$ cat src/rtl/reg_writeback.sv
// Register-file write master: two valid/ready source FIFOs, round-robin drain, registered write port.
// Latency: accept edge k -> wb_flag during k+1..k+2; sN_ready drops only when that source's FIFO is full.
module reg_writeback #(
    parameter int LEN_REG  = 32,
    parameter int LEN_ADDR = 5,
    parameter int DEPTH    = 2
) (
    input  logic                clk,
    input  logic                rstn,
    input  logic                s0_valid,
    output logic                s0_ready,
    input  logic [LEN_ADDR-1:0] s0_addr,
    input  logic [LEN_REG-1:0]  s0_data,
    input  logic                s1_valid,
    output logic                s1_ready,
    input  logic [LEN_ADDR-1:0] s1_addr,
    input  logic [LEN_REG-1:0]  s1_data,
    output logic                wb_flag,
    output logic [LEN_ADDR-1:0] wb_addr,
    output logic [LEN_REG-1:0]  wb_data,
    input  logic [LEN_ADDR-1:0] chk_rs1,
    input  logic [LEN_ADDR-1:0] chk_rs2,
    output logic                pend_rs1,
    output logic                pend_rs2,
    output logic                idle
);

    localparam int PTR_W = $clog2(DEPTH);
    localparam int CNT_W = $clog2(DEPTH + 1);
    localparam logic [CNT_W-1:0] CNT_FULL = CNT_W'(DEPTH);

    logic                in_vld  [2];
    logic [LEN_ADDR-1:0] in_addr [2];
    logic [LEN_REG-1:0]  in_data [2];

    assign in_vld[0]  = s0_valid;
    assign in_vld[1]  = s1_valid;
    assign in_addr[0] = s0_addr;
    assign in_addr[1] = s1_addr;
    assign in_data[0] = s0_data;
    assign in_data[1] = s1_data;

    logic [LEN_ADDR-1:0] addr_q [2][DEPTH];
    logic [LEN_REG-1:0]  data_q [2][DEPTH];
    logic [DEPTH-1:0]    occ_q  [2];
    logic [DEPTH-1:0]    occ_d  [2];
    logic [PTR_W-1:0]    wptr_q [2];
    logic [PTR_W-1:0]    wptr_d [2];
    logic [PTR_W-1:0]    rptr_q [2];
    logic [PTR_W-1:0]    rptr_d [2];
    logic [CNT_W-1:0]    cnt_q  [2];
    logic [CNT_W-1:0]    cnt_d  [2];

    logic                rr_q, rr_d;
    logic                wb_flag_q, wb_flag_d;
    logic [LEN_ADDR-1:0] wb_addr_q, wb_addr_d;
    logic [LEN_REG-1:0]  wb_data_q, wb_data_d;

    logic rdy  [2];
    logic ne   [2];
    logic push [2];
    logic pop  [2];
    logic hit1, hit2;

    // Ready and grant come from registered counts only, so a full FIFO refuses even while popping.
    always_comb begin : flow
        for (int s = 0; s < 2; s++) begin
            rdy[s]  = (cnt_q[s] != CNT_FULL);
            ne[s]   = (cnt_q[s] != '0);
            push[s] = in_vld[s] && rdy[s] && (in_addr[s] != '0);
        end
        pop[0] = ne[0] && (!ne[1] || !rr_q);
        pop[1] = ne[1] && (!ne[0] ||  rr_q);
    end

    always_comb begin : fifo_next
        for (int s = 0; s < 2; s++) begin
            wptr_d[s] = wptr_q[s];
            rptr_d[s] = rptr_q[s];
            occ_d[s]  = occ_q[s];
            cnt_d[s]  = cnt_q[s];
            if (push[s]) begin
                wptr_d[s]            = wptr_q[s] + 1'b1;
                occ_d[s][wptr_q[s]]  = 1'b1;
            end
            if (pop[s]) begin
                rptr_d[s]            = rptr_q[s] + 1'b1;
                occ_d[s][rptr_q[s]]  = 1'b0;
            end
            case ({push[s], pop[s]})
                2'b10:   cnt_d[s] = cnt_q[s] + 1'b1;
                2'b01:   cnt_d[s] = cnt_q[s] - 1'b1;
                default: cnt_d[s] = cnt_q[s];
            endcase
        end
    end

    always_comb begin : arb_next
        rr_d      = rr_q;
        wb_flag_d = pop[0] || pop[1];
        wb_addr_d = wb_addr_q;
        wb_data_d = wb_data_q;
        if (ne[0] && ne[1]) begin
            rr_d = !rr_q;
        end
        if (pop[1]) begin
            wb_addr_d = addr_q[1][rptr_q[1]];
            wb_data_d = data_q[1][rptr_q[1]];
        end else if (pop[0]) begin
            wb_addr_d = addr_q[0][rptr_q[0]];
            wb_data_d = data_q[0][rptr_q[0]];
        end
    end

    always_ff @(posedge clk or negedge rstn) begin
        if (!rstn) begin
            for (int s = 0; s < 2; s++) begin
                wptr_q[s] <= '0;
                rptr_q[s] <= '0;
                occ_q[s]  <= '0;
                cnt_q[s]  <= '0;
            end
            rr_q      <= 1'b0;
            wb_flag_q <= 1'b0;
            wb_addr_q <= '0;
            wb_data_q <= '0;
        end else begin
            for (int s = 0; s < 2; s++) begin
                wptr_q[s] <= wptr_d[s];
                rptr_q[s] <= rptr_d[s];
                occ_q[s]  <= occ_d[s];
                cnt_q[s]  <= cnt_d[s];
            end
            rr_q      <= rr_d;
            wb_flag_q <= wb_flag_d;
            wb_addr_q <= wb_addr_d;
            wb_data_q <= wb_data_d;
        end
    end

    // Payload storage needs no reset: occupancy bits gate every use of it.
    always_ff @(posedge clk) begin
        for (int s = 0; s < 2; s++) begin
            if (push[s]) begin
                addr_q[s][wptr_q[s]] <= in_addr[s];
                data_q[s][wptr_q[s]] <= in_data[s];
            end
        end
    end

    always_comb begin : hazard
        hit1 = 1'b0;
        hit2 = 1'b0;
        for (int s = 0; s < 2; s++) begin
            for (int i = 0; i < DEPTH; i++) begin
                if (occ_q[s][i] && (addr_q[s][i] == chk_rs1)) hit1 = 1'b1;
                if (occ_q[s][i] && (addr_q[s][i] == chk_rs2)) hit2 = 1'b1;
            end
        end
        if (wb_flag_q && (wb_addr_q == chk_rs1)) hit1 = 1'b1;
        if (wb_flag_q && (wb_addr_q == chk_rs2)) hit2 = 1'b1;
    end

    assign pend_rs1 = (chk_rs1 != '0) && hit1;
    assign pend_rs2 = (chk_rs2 != '0) && hit2;

    assign s0_ready = rdy[0];
    assign s1_ready = rdy[1];
    assign wb_flag  = wb_flag_q;
    assign wb_addr  = wb_addr_q;
    assign wb_data  = wb_data_q;
    assign idle     = (cnt_q[0] == '0) && (cnt_q[1] == '0) && !wb_flag_q;

endmodule

$ cat config.mk
export PLATFORM = sky130hd
export DESIGN_NAME = reg_writeback
export DESIGN_NICKNAME = d
export VERILOG_FILES = /design/src/rtl/reg_writeback.sv
export SDC_FILE = /design/constraint.sdc
export NUM_CORES = 1
export LEC_CHECK = 0
export CAP_MARGIN = 25
export CORE_UTILIZATION = 50
export DETAILED_ROUTE_END_ITERATION = 10
export PLACE_DENSITY = 0.81
export SETUP_SLACK_MARGIN = 0.1
export SYNTH_ARGS = -nofsm -noshare
export SYNTH_HDL_FRONTEND = slang
export SYNTH_SLANG_ARGS = --single-unit
$ cat constraint.sdc
create_clock -name clk -period 4 [get_ports clk]
set_clock_uncertainty 0.2 [all_clocks]
set_input_delay 1.2 -clock clk [delete_from_list [all_inputs] [get_ports clk]]
set_output_delay 1.2 -clock clk [all_outputs]
set_load 0.01 [all_outputs]
==> impl_metrics.csv, run 1 <==
group,metric,value,unit
outcome,outcome,"finished, final reports clean",
final_layout,finalInstanceArea,10600,µm²
final_layout,multi_input_comb_area,2550,µm²
die,die-width,132,µm
timing,fmax,261,MHz
synth,synth_ff_type,"edfxtp_1",
setup_path,critPathMaxFanout,5,
final_layout,final-instance-count-excl-fill,942,
hold_path,whs_path_depth,1,
synth,synth_top_cells_by_count,"148 x edfxtp_1, 51 x dfrtp_1, 48 x nor2_1",
synth,syn_avg_cell_area,14.4,µm²
synth,synth.lib_cells_used.distinct,29,
synth,synth.yosys.warnings,0,
synth,synth_seq_area_share,67.9,%
power,fin_total_pwr,8.17,mW
synth,share_of_synthesized_registers_carrying_an_async_set_or_reset,25.6,%
hold_path,hold_class,"reg2reg",
clock_network,cts-htree-levels,4,
grt,grt_max_degree,75,
hold_path,worst_hold_path.endpoint,"cnt_q[3]",
synth,synth_largest_type_area_fraction,52.8,%
setup_path,rrSetupSlack,1.43,ns
power,p_leak,3.88,nW
placement,place_hpwl,12600,µm
grt,global_route.usage.total,23.5,%
final_layout,diodes,0,
timing,transition_at_the_pin_with_the_smallest_max_transition_slack,0.990,ns
setup_path,startpoint_type,"primary input",
setup_path,rr_endpoint,"data_q[0][102]",
synth,synth_enable_flop_cells,148,
power,powerDensity,771,nW/µm²
die,fp.dieArea,17400,µm²
clock_network,post_cts_buffers,0,
timing,drv_slew,0,
timing,rsz0062_at_grt,"no",
routing,ant_nets,0,
setup_path,crit_path_end_kind,"primary output",
setup_path,crit_required,2.60,ns
final_layout,final-seq-area,5720,µm²
setup_path,reg2reg_depth,4,
setup_path,crit_arrival,2.43,ns
hold_path,min-delay-start,"cnt_q[3]",
final_layout,fillers,1183,
final_layout,drive_gt1_share,16.1,%
clock_network,hold_buffer_count_at_cts,0,
clock_network,cts.root.buffer_cell,"clkbuf_16",
synth,biggest_area_consumer_among_synthesized_cells,"edfxtp_1",
die,start_util,51.0,%
clock_network,worst_setup_hold_path_clk_slew,0.07,ns
timing,final-hold-violation-count,0,
clock_network,tritoncts,"done",
timing,timing.slew.headroom,33.8,%
placement,gp_congestion,0.903,
clock_network,cts.sinks,199,
timing,fin_crit_sh,95.8,%
routing,avgRoutedWirePerCell,20.6,µm
setup_path,path_class,"in2out",
die,rows,47,
synth,mappedNetlistNets,673,
synth,post-synth-top-count-cell,"edfxtp_1",
routing,drt_first_iter_violations,306,
final_layout,finish.net_count,799,
die,design.core.area,16500,µm²
clock_network,cts_buffer_depth,2,
placement,numPlacedInstances,910,
timing,final_period_demand_of_the_worst_path,3.83,ns
grt,grt_pass1_vias,5599,
timing,setup_viol,0,
placement,dp_worst_setup_slack,-0.757,ns
routing,vias,5351,
placement,port_buffers,130,
synth,post_synth_inst_count,583,
grt,grt_antenna_before_repair,0,
synth,synthesis.area,8420,µm²
synth,yosys-top-cells-area,"edfxtp_1 53%, dfrtp_1 15%, mux2_2 4.9%",
final_layout,layout_stage_area_growth_over_the_synthesis_result,25.8,%
clock_network,cts_buffer_count,17,
setup_path,worst_setup_path_startpoint,"chk_rs1[0]",
routing,firstDrtPassIters,5,
placement,dpl-instance-area,9990,µm²
routing,detail_route.drc_violations,0,
clock_network,insertion_delay,0.44,ns
power,power.ir.vdd_worst,490,µV
routing,routed_wirelength,19400,µm
job,max-cap-violations,0,
routing,routed_via_density,5.68,
grt,grt_overflow_total,0,
synth,synth.ff_latch_count,199,
final_layout,utilization,64.1,%
setup_path,worstReg2RegStart,"cnt_q[0]",
die,top_level_ports,131,
grt,grt_first_pass_wirelength,30600,µm
die,die_height,132,µm
timing,postLayoutSetupSlackWorst,0.166,ns
==> layout make-up <==
cell class / instances / area share (%)
Inverter: 4 / 0.142
Sequential cell: 199 / 54.0
Clock buffer: 17 / 4.02
Multi-Input combinational cell: 341 / 24.0
Clock inverter: 15 / 1.82
Tap cell: 220 / 2.60
Timing Repair Buffer: 146 / 13.4
==> flip-flops by register name (all words and copies together), names as in the netlist <==
register  flops
wb_flag       1
wb_addr       5
rr_q          1
addr_q       20
rptr_q        2
cnt_q         4
occ_q         4
data_q      128
wptr_q        2
wb_data      32
==> worst max path at each step <==
stage | endpoint | slack [ns]
global route | pend_rs1 | 0.1
detailed placement | pend_rs2 | -0.76
CTS | pend_rs1 | 0.12
finish | pend_rs1 | 0.17
floorplan | addr_q[0][10] | 0.35
global placement | pend_rs1 | -0.61
==> worst max-delay path: stages <==
cell,delay (ns)
clkdlybuf4s15_2,0.24
xor2_1,0.16
nor4_1,0.31
nand3_1,0.14
nand3_1,0.10
o22a_1,0.15
buf_2,0.13
==> logic make-up after synthesis <==
group / synth area share, %
fa+ha+maj: 0.297
xor+xnor: 6.34
buf+inv: 2.58
mux: 9.34
simple gates: 4.59
compound gates: 8.94
flops: 67.9
==> routing by layer <==
metal | global-route usage (%) | wire [µm] | up-vias
met5 | 0 | 0 | -
met4 | 7.17 | 274 | 0
met3 | 5.61 | 1150 | 26
met2 | 39.2 | 9890 | 184
met1 | 30.6 | 8080 | 2713
li1 | - | - | 2428
==> per-stage QoR <==
stage               hold slack [ns]  setup TNS (ns)
floorplan                     0.268               0
global placement              0.299           -1.18
detailed placement            0.308           -1.40
CTS                           0.317               0
global route                  0.347               0
finish                        0.311               0
==> cell usage in the layout (no fill, tap or decap), types with 6 or more instances in the layout <==
cell | netlist | routed
o21ai_1 | 6 | 6
dfrtp_1 | 51 | 48
xor2_1 | 42 | 42
nor2_1 | 48 | 44
xnor2_1 | 19 | 18
o21ai_0 | 32 | 32
clkbuf_16 | 0 | 17
a22oi_1 | 37 | 37
buf_2 | 18 | 9
a21oi_1 | 40 | 40
nand3_1 | 12 | 12
buf_4 | 1 | 12
mux2i_1 | 37 | 37
clkdlybuf4s50_1 | 0 | 117
mux2_2 | 37 | 37
nor4_1 | 10 | 7
edfxtp_1 | 148 | 148
==> power breakdown <==
part | total (mW) | switching (mW) | leakage [nW] | internal (mW)
clock network | 1.77 | 0.774 | 0.294 | 0.999
registers | 3.51 | 0.601 | 1.98 | 2.91
logic | 2.88 | 1.50 | 1.61 | 1.38
==> timing repair <==
action | CTS | global route
resized for setup | 43 | 9
endpoints found under the setup margin | 2 | 2
pin swaps | 8 | 5
(Power assumes the default switching activity.)
==> inputs of run 2 (changes only) <==
==> constraint.sdc (replaced) <==
create_clock -name clk -period 3.9 [get_ports clk]
set_clock_uncertainty 0.2 [all_clocks]
set_input_delay 1.17 -clock clk [delete_from_list [all_inputs] [get_ports clk]]
set_output_delay 1.17 -clock clk [all_outputs]
set_load 0.01 [all_outputs]
==> impl_metrics.csv, run 2 (synthesis gave the netlist of run 1 again) <==
group,metric,value,unit
routing,wl_met2,9570,µm
clock_network,cts_buffer_count,17,
clock_network,worst_setup_hold_path_clk_slew,0.07,ns
die,fp.dieArea,17400,µm²
clock_network,cts_buffer_depth,2,
timing,setup_viol,0,
outcome,outcome,"finished, final reports clean",
grt,grt_first_pass_wirelength,30200,µm
grt,grt_max_degree,75,
placement,port_buffers,130,
setup_path,crit_path_end_kind,"primary output",
grt,grt_pass1_vias,5648,
routing,detail_route.drc_violations,0,
die,top_level_ports,131,
grt,grt_antenna_before_repair,0,
routing,routed_via_density,5.67,
timing,transition_at_the_pin_with_the_smallest_max_transition_slack,0.949,ns
die,design.core.area,16500,µm²
power,power.ir.vdd_worst,498,µV
placement,place_hpwl,12700,µm
timing,fmax,269,MHz
final_layout,largest_reg_flops,128,
placement,dp_worst_setup_slack,-0.623,ns
timing,fin_crit_sh,95.4,%
power,p_leak,3.88,nW
routing,routed_wirelength,18900,µm
timing,timing.slew.headroom,36.7,%
die,die_height,132,µm
job,max-cap-violations,0,
routing,met3WireLength,1070,µm
power,powerDensity,784,nW/µm²
routing,highest_layer,"met4",
setup_path,path_class,"in2out",
final_layout,drive_gt1_share,16.3,%
die,start_util,51.0,%
timing,drv_slew,0,
setup_path,crit_arrival,2.35,ns
placement,gp_congestion,0.904,
placement,dpl-instance-area,9970,µm²
final_layout,diodes,0,
routing,drt_first_iter_violations,364,
clock_network,insertion_delay,0.43,ns
final_layout,utilization,63.8,%
routing,m1WireLength,7750,µm
hold_path,whs_path_depth,1,
routing,ant_nets,0,
final_layout,finalInstanceArea,10600,µm²
final_layout,finish.net_count,803,
final_layout,most_frequent_cells_in_the_layout,"148 x edfxtp_1, 117 x clkdlybuf4s50_1, 48 x dfrtp_1",
grt,global_route.usage.total,22.9,%
setup_path,startpoint_type,"primary input",
routing,firstDrtPassIters,6,
hold_path,hold_class,"reg2reg",
routing,avgRoutedWirePerCell,19.9,µm
die,die-width,132,µm
routing,vias,5363,
timing,postLayoutSetupSlackWorst,0.179,ns
clock_network,tritoncts,"done",
timing,final-hold-violation-count,0,
setup_path,reg2reg_depth,5,
timing,rsz0062_at_grt,"no",
final_layout,layout_stage_area_growth_over_the_synthesis_result,25.2,%
timing,tns,0,ns
clock_network,cts-htree-levels,4,
setup_path,critPathMaxFanout,6,
power,fin_total_pwr,8.27,mW
final_layout,layout.cells.most_common,"edfxtp_1",
clock_network,cts.sinks,199,
die,rows,47,
timing,final_period_demand_of_the_worst_path,3.72,ns
grt,grt_overflow_total,0,
setup_path,crit_required,2.53,ns
clock_network,cts.root.buffer_cell,"clkbuf_16",
final_layout,fillers,1167,
[run 2: worst max-delay path, cell delays in order]
cell and delay (ns):
clkdlybuf4s15_2 0.26, xor2_1 0.19, nor4_1 0.23, nand3_1 0.13, nand3_1 0.11, o22a_1 0.13
buf_2 0.13
[run 2: final cells by class]
| cell class | instances | area (µm²) | area share (%) |
|---|---|---|---|
| repair buffers | 150 | 1410 | 13.4 |
| well taps | 220 | 275 | 2.61 |
| clock buffers | 17 | 425 | 4.03 |
| clock inverters | 15 | 168 | 1.59 |
| multi-input cells | 341 | 2530 | 24.0 |
| flip-flops and latches | 199 | 5720 | 54.3 |
| inverters | 4 | 15.0 | 0.142 |
[run 2: where the power goes]
| part | internal [mW] | total, mW | leakage [nW] | switching, mW |
|---|---|---|---|---|
| sequential | 2.99 | 3.59 | 1.98 | 0.603 |
| clock | 0.960 | 1.75 | 0.290 | 0.791 |
| combinational | 1.40 | 2.93 | 1.61 | 1.53 |
[run 2: through the flow]
| step | hold WS [ns] | instances |
|---|---|---|
| 2_1_floorplan | 0.268 | 583 |
| 3_5_place_dp | 0.311 | 913 |
| 4_1_cts | 0.346 | 945 |
| 6_report | 0.341 | 946 |
| 3_3_place_gp | 0.300 | 913 |
| 5_1_grt | 0.371 | 946 |
[run 2: final timing paths]
kind | from | end | slack [ns]
min reg2reg | cnt_q[3] | cnt_q[3] | 0.34
max reg2reg | cnt_q[0] | cnt_q[3] | 1.55
min in group asynchronous | rstn | occ_q[0] | 0.54
min | cnt_q[3] | cnt_q[3] | 0.34
max in group asynchronous | rstn | rptr_q[0] | 2.10
max | chk_rs1[4] | pend_rs1 | 0.18
[run 2: repair_timing]
item | in CTS | in global routing
setup buffers | 0 | 1
pin swaps | 6 | 8
endpoints found under the hold margin | 0 | 0
hold buffers | 0 | 0
gates resized for setup | 44 | 8
endpoints found under the setup margin | 2 | 2
[run 2: metal layers]
metal	vias to the layer above	track usage (%)
li1	2426	-
met1	2669	28.9
met2	227	38.4
met5	-	0
met3	41	4.73
met4	0	9.95
==> inputs of run 3 (changes only) <==
--- a/config.mk
+++ b/config.mk
@@ -9,7 +9,6 @@
 export CORE_UTILIZATION = 50
 export DETAILED_ROUTE_END_ITERATION = 10
 export PLACE_DENSITY = 0.81
-export SETUP_SLACK_MARGIN = 0.1
 export SYNTH_ARGS = -nofsm -noshare
 export SYNTH_HDL_FRONTEND = slang
 export SYNTH_SLANG_ARGS = --single-unit
==> impl_metrics.csv, run 3 (synthesis gave the netlist of run 1 again) <==
group,metric,value,unit
routing,firstDrtPassIters,5,
clock_network,cts-htree-levels,4,
outcome,outcome,"finished, final reports clean",
hold_path,hold_class,"reg2reg",
routing,vias,5364,
clock_network,tritoncts,"done",
setup_path,rr_endpoint,"cnt_q[3]",
final_layout,layout_stage_area_growth_over_the_synthesis_result,25.5,%
grt,grt_overflow_total,0,
final_layout,fillers,1159,
placement,port_buffers,130,
setup_path,path_class,"in2out",
die,top_level_ports,131,
clock_network,cts.root.buffer_cell,"clkbuf_16",
setup_path,reg2reg_depth,5,
hold_path,whs_path_depth,1,
grt,global_route.usage.total,22.9,%
routing,ant_nets,0,
final_layout,finalInstanceArea,10600,µm²
final_layout,drive_gt1_share,16.1,%
placement,numPlacedInstances,913,
setup_path,path_delay_family,"simple AND/OR/NAND/NOR gates",
grt,grt_pass1_vias,5649,
clock_network,post_cts_buffers,0,
final_layout,diodes,0,
clock_network,hold_buffer_count_at_cts,0,
die,die-width,132,µm
die,die_height,132,µm
final_layout,largest_reg_flops,128,
die,design.core.area,16500,µm²
setup_path,crit_path_end_kind,"primary output",
timing,setup_viol,0,
setup_path,timing.critical_path.mode_cell,"nand3_1",
setup_path,rrSetupSlack,1.56,ns
placement,dp_worst_setup_slack,-0.623,ns
setup_path,endpoint,"pend_rs1",
setup_path,critical-path-max-stage-delay,0.26,ns
die,start_util,51.0,%
setup_path,slowest_stage,"nor4_1",
clock_network,cts_buffer_count,17,
timing,rsz0062_at_grt,"no",
power,powerDensity,782,nW/µm²
setup_path,crit_arrival,2.45,ns
placement,dpl-instance-area,9970,µm²
power,power.ir.vdd_worst,496,µV
setup_path,worst-path-buf-inv,3,
timing,transition_at_the_pin_with_the_smallest_max_transition_slack,0.956,ns
grt,grt_first_pass_wirelength,30200,µm
timing,fmax,262,MHz
clock_network,cts_buffer_depth,2,
die,fp.dieArea,17400,µm²
timing,fin_worst_hold_slack,0.348,ns
grt,grt_antenna_before_repair,0,
grt,grt_max_degree,75,
timing,timing.slew.headroom,36.3,%
job,max-cap-violations,0,
setup_path,worst_setup_path_startpoint,"chk_rs1[2]",
hold_path,min-delay-start,"cnt_q[3]",
placement,place_hpwl,12700,µm
final_layout,final-instance-count-excl-fill,945,
timing,postLayoutSetupSlackWorst,0.0839,ns
routing,detail_route.drc_violations,0,
final_layout,utilization,64.0,%
setup_path,crit_cells,8,
die,rows,47,
setup_path,worstReg2RegStart,"cnt_q[0]",
routing,drt_first_iter_violations,425,
final_layout,layout.cells.most_common,"edfxtp_1",
setup_path,critPathMaxFanout,4,
placement,gp_congestion,0.904,
timing,final-hold-violation-count,0,
setup_path,crit_required,2.53,ns
setup_path,crit_chain,"clkdlybuf4s15_2 -> buf_6 -> xor2_1 -> nor4_1 -> nand3_1 -> nand3_1 -> o22a_1 -> buf_2",
power,p_leak,3.88,nW
timing,drv_slew,0,
setup_path,startpoint_type,"primary input",
timing,tns,0,ns
timing,fin_crit_sh,97.8,%
timing,final_period_demand_of_the_worst_path,3.82,ns
clock_network,cts.sinks,199,
power,fin_total_pwr,8.27,mW
final_layout,finish.net_count,802,
final_layout,most_frequent_cells_in_the_layout,"148 x edfxtp_1, 117 x clkdlybuf4s50_1, 48 x dfrtp_1",
clock_network,worst_setup_hold_path_clk_slew,0.07,ns
clock_network,insertion_delay,0.43,ns
routing,routed_wirelength,18900,µm
routing,routed_via_density,5.68,
routing,avgRoutedWirePerCell,20.0,µm
-- run 3: changes by cell type in the layout (fill, tap and decap cells not counted), sizes merged --
cell and change:
buf -7, clkdlybuf4s15 +5, clkbuf +1
-- run 3: final cells by class --
type	instances	area (µm²)	area share [%]
repair buffers	149	1430	13.5
flip-flops and latches	199	5720	54.1
well taps	220	275	2.60
inverters	4	15.0	0.142
multi-input cells	341	2530	24.0
clock inverters	15	168	1.59
clock buffers	17	425	4.02
-- run 3: worst min path at each step --
stage / end
floorplan: wptr_q[1]
global placement: cnt_q[3]
detailed placement: cnt_q[3]
CTS: cnt_q[3]
global route: cnt_q[3]
finish: cnt_q[3]
-- run 3: worst register-to-register path, cell delays in order (launching register included) --
cell,delay (ns)
dfrtp_1,0.45
or2_2,0.37
a21oi_4,0.55
ha_1,0.38
nor2_1,0.14
xor2_1,0.17
-- run 3: per-layer routing --
layer / share of wire (%) / global-route usage (%) / vias to the layer above
met4: 2.5 / 9.95 / 0
li1: - / - / 2427
met2: 51 / 38.4 / 245
met3: 5.6 / 4.73 / 39
met5: 0 / 0 / -
met1: 41 / 28.9 / 2653
-- run 3: what timing repair did --
item | in CTS | in global routing
pin swaps | 6 | 3
gates resized for setup | 34 | 6
endpoints found under the setup margin | 2 | 2
cloned | 0 | 0
-- run 3: where the power goes --
| part | internal, mW | switching, mW |
|---|---|---|
| clock | 0.960 | 0.791 |
| sequential | 2.99 | 0.604 |
| combinational | 1.40 | 1.52 |
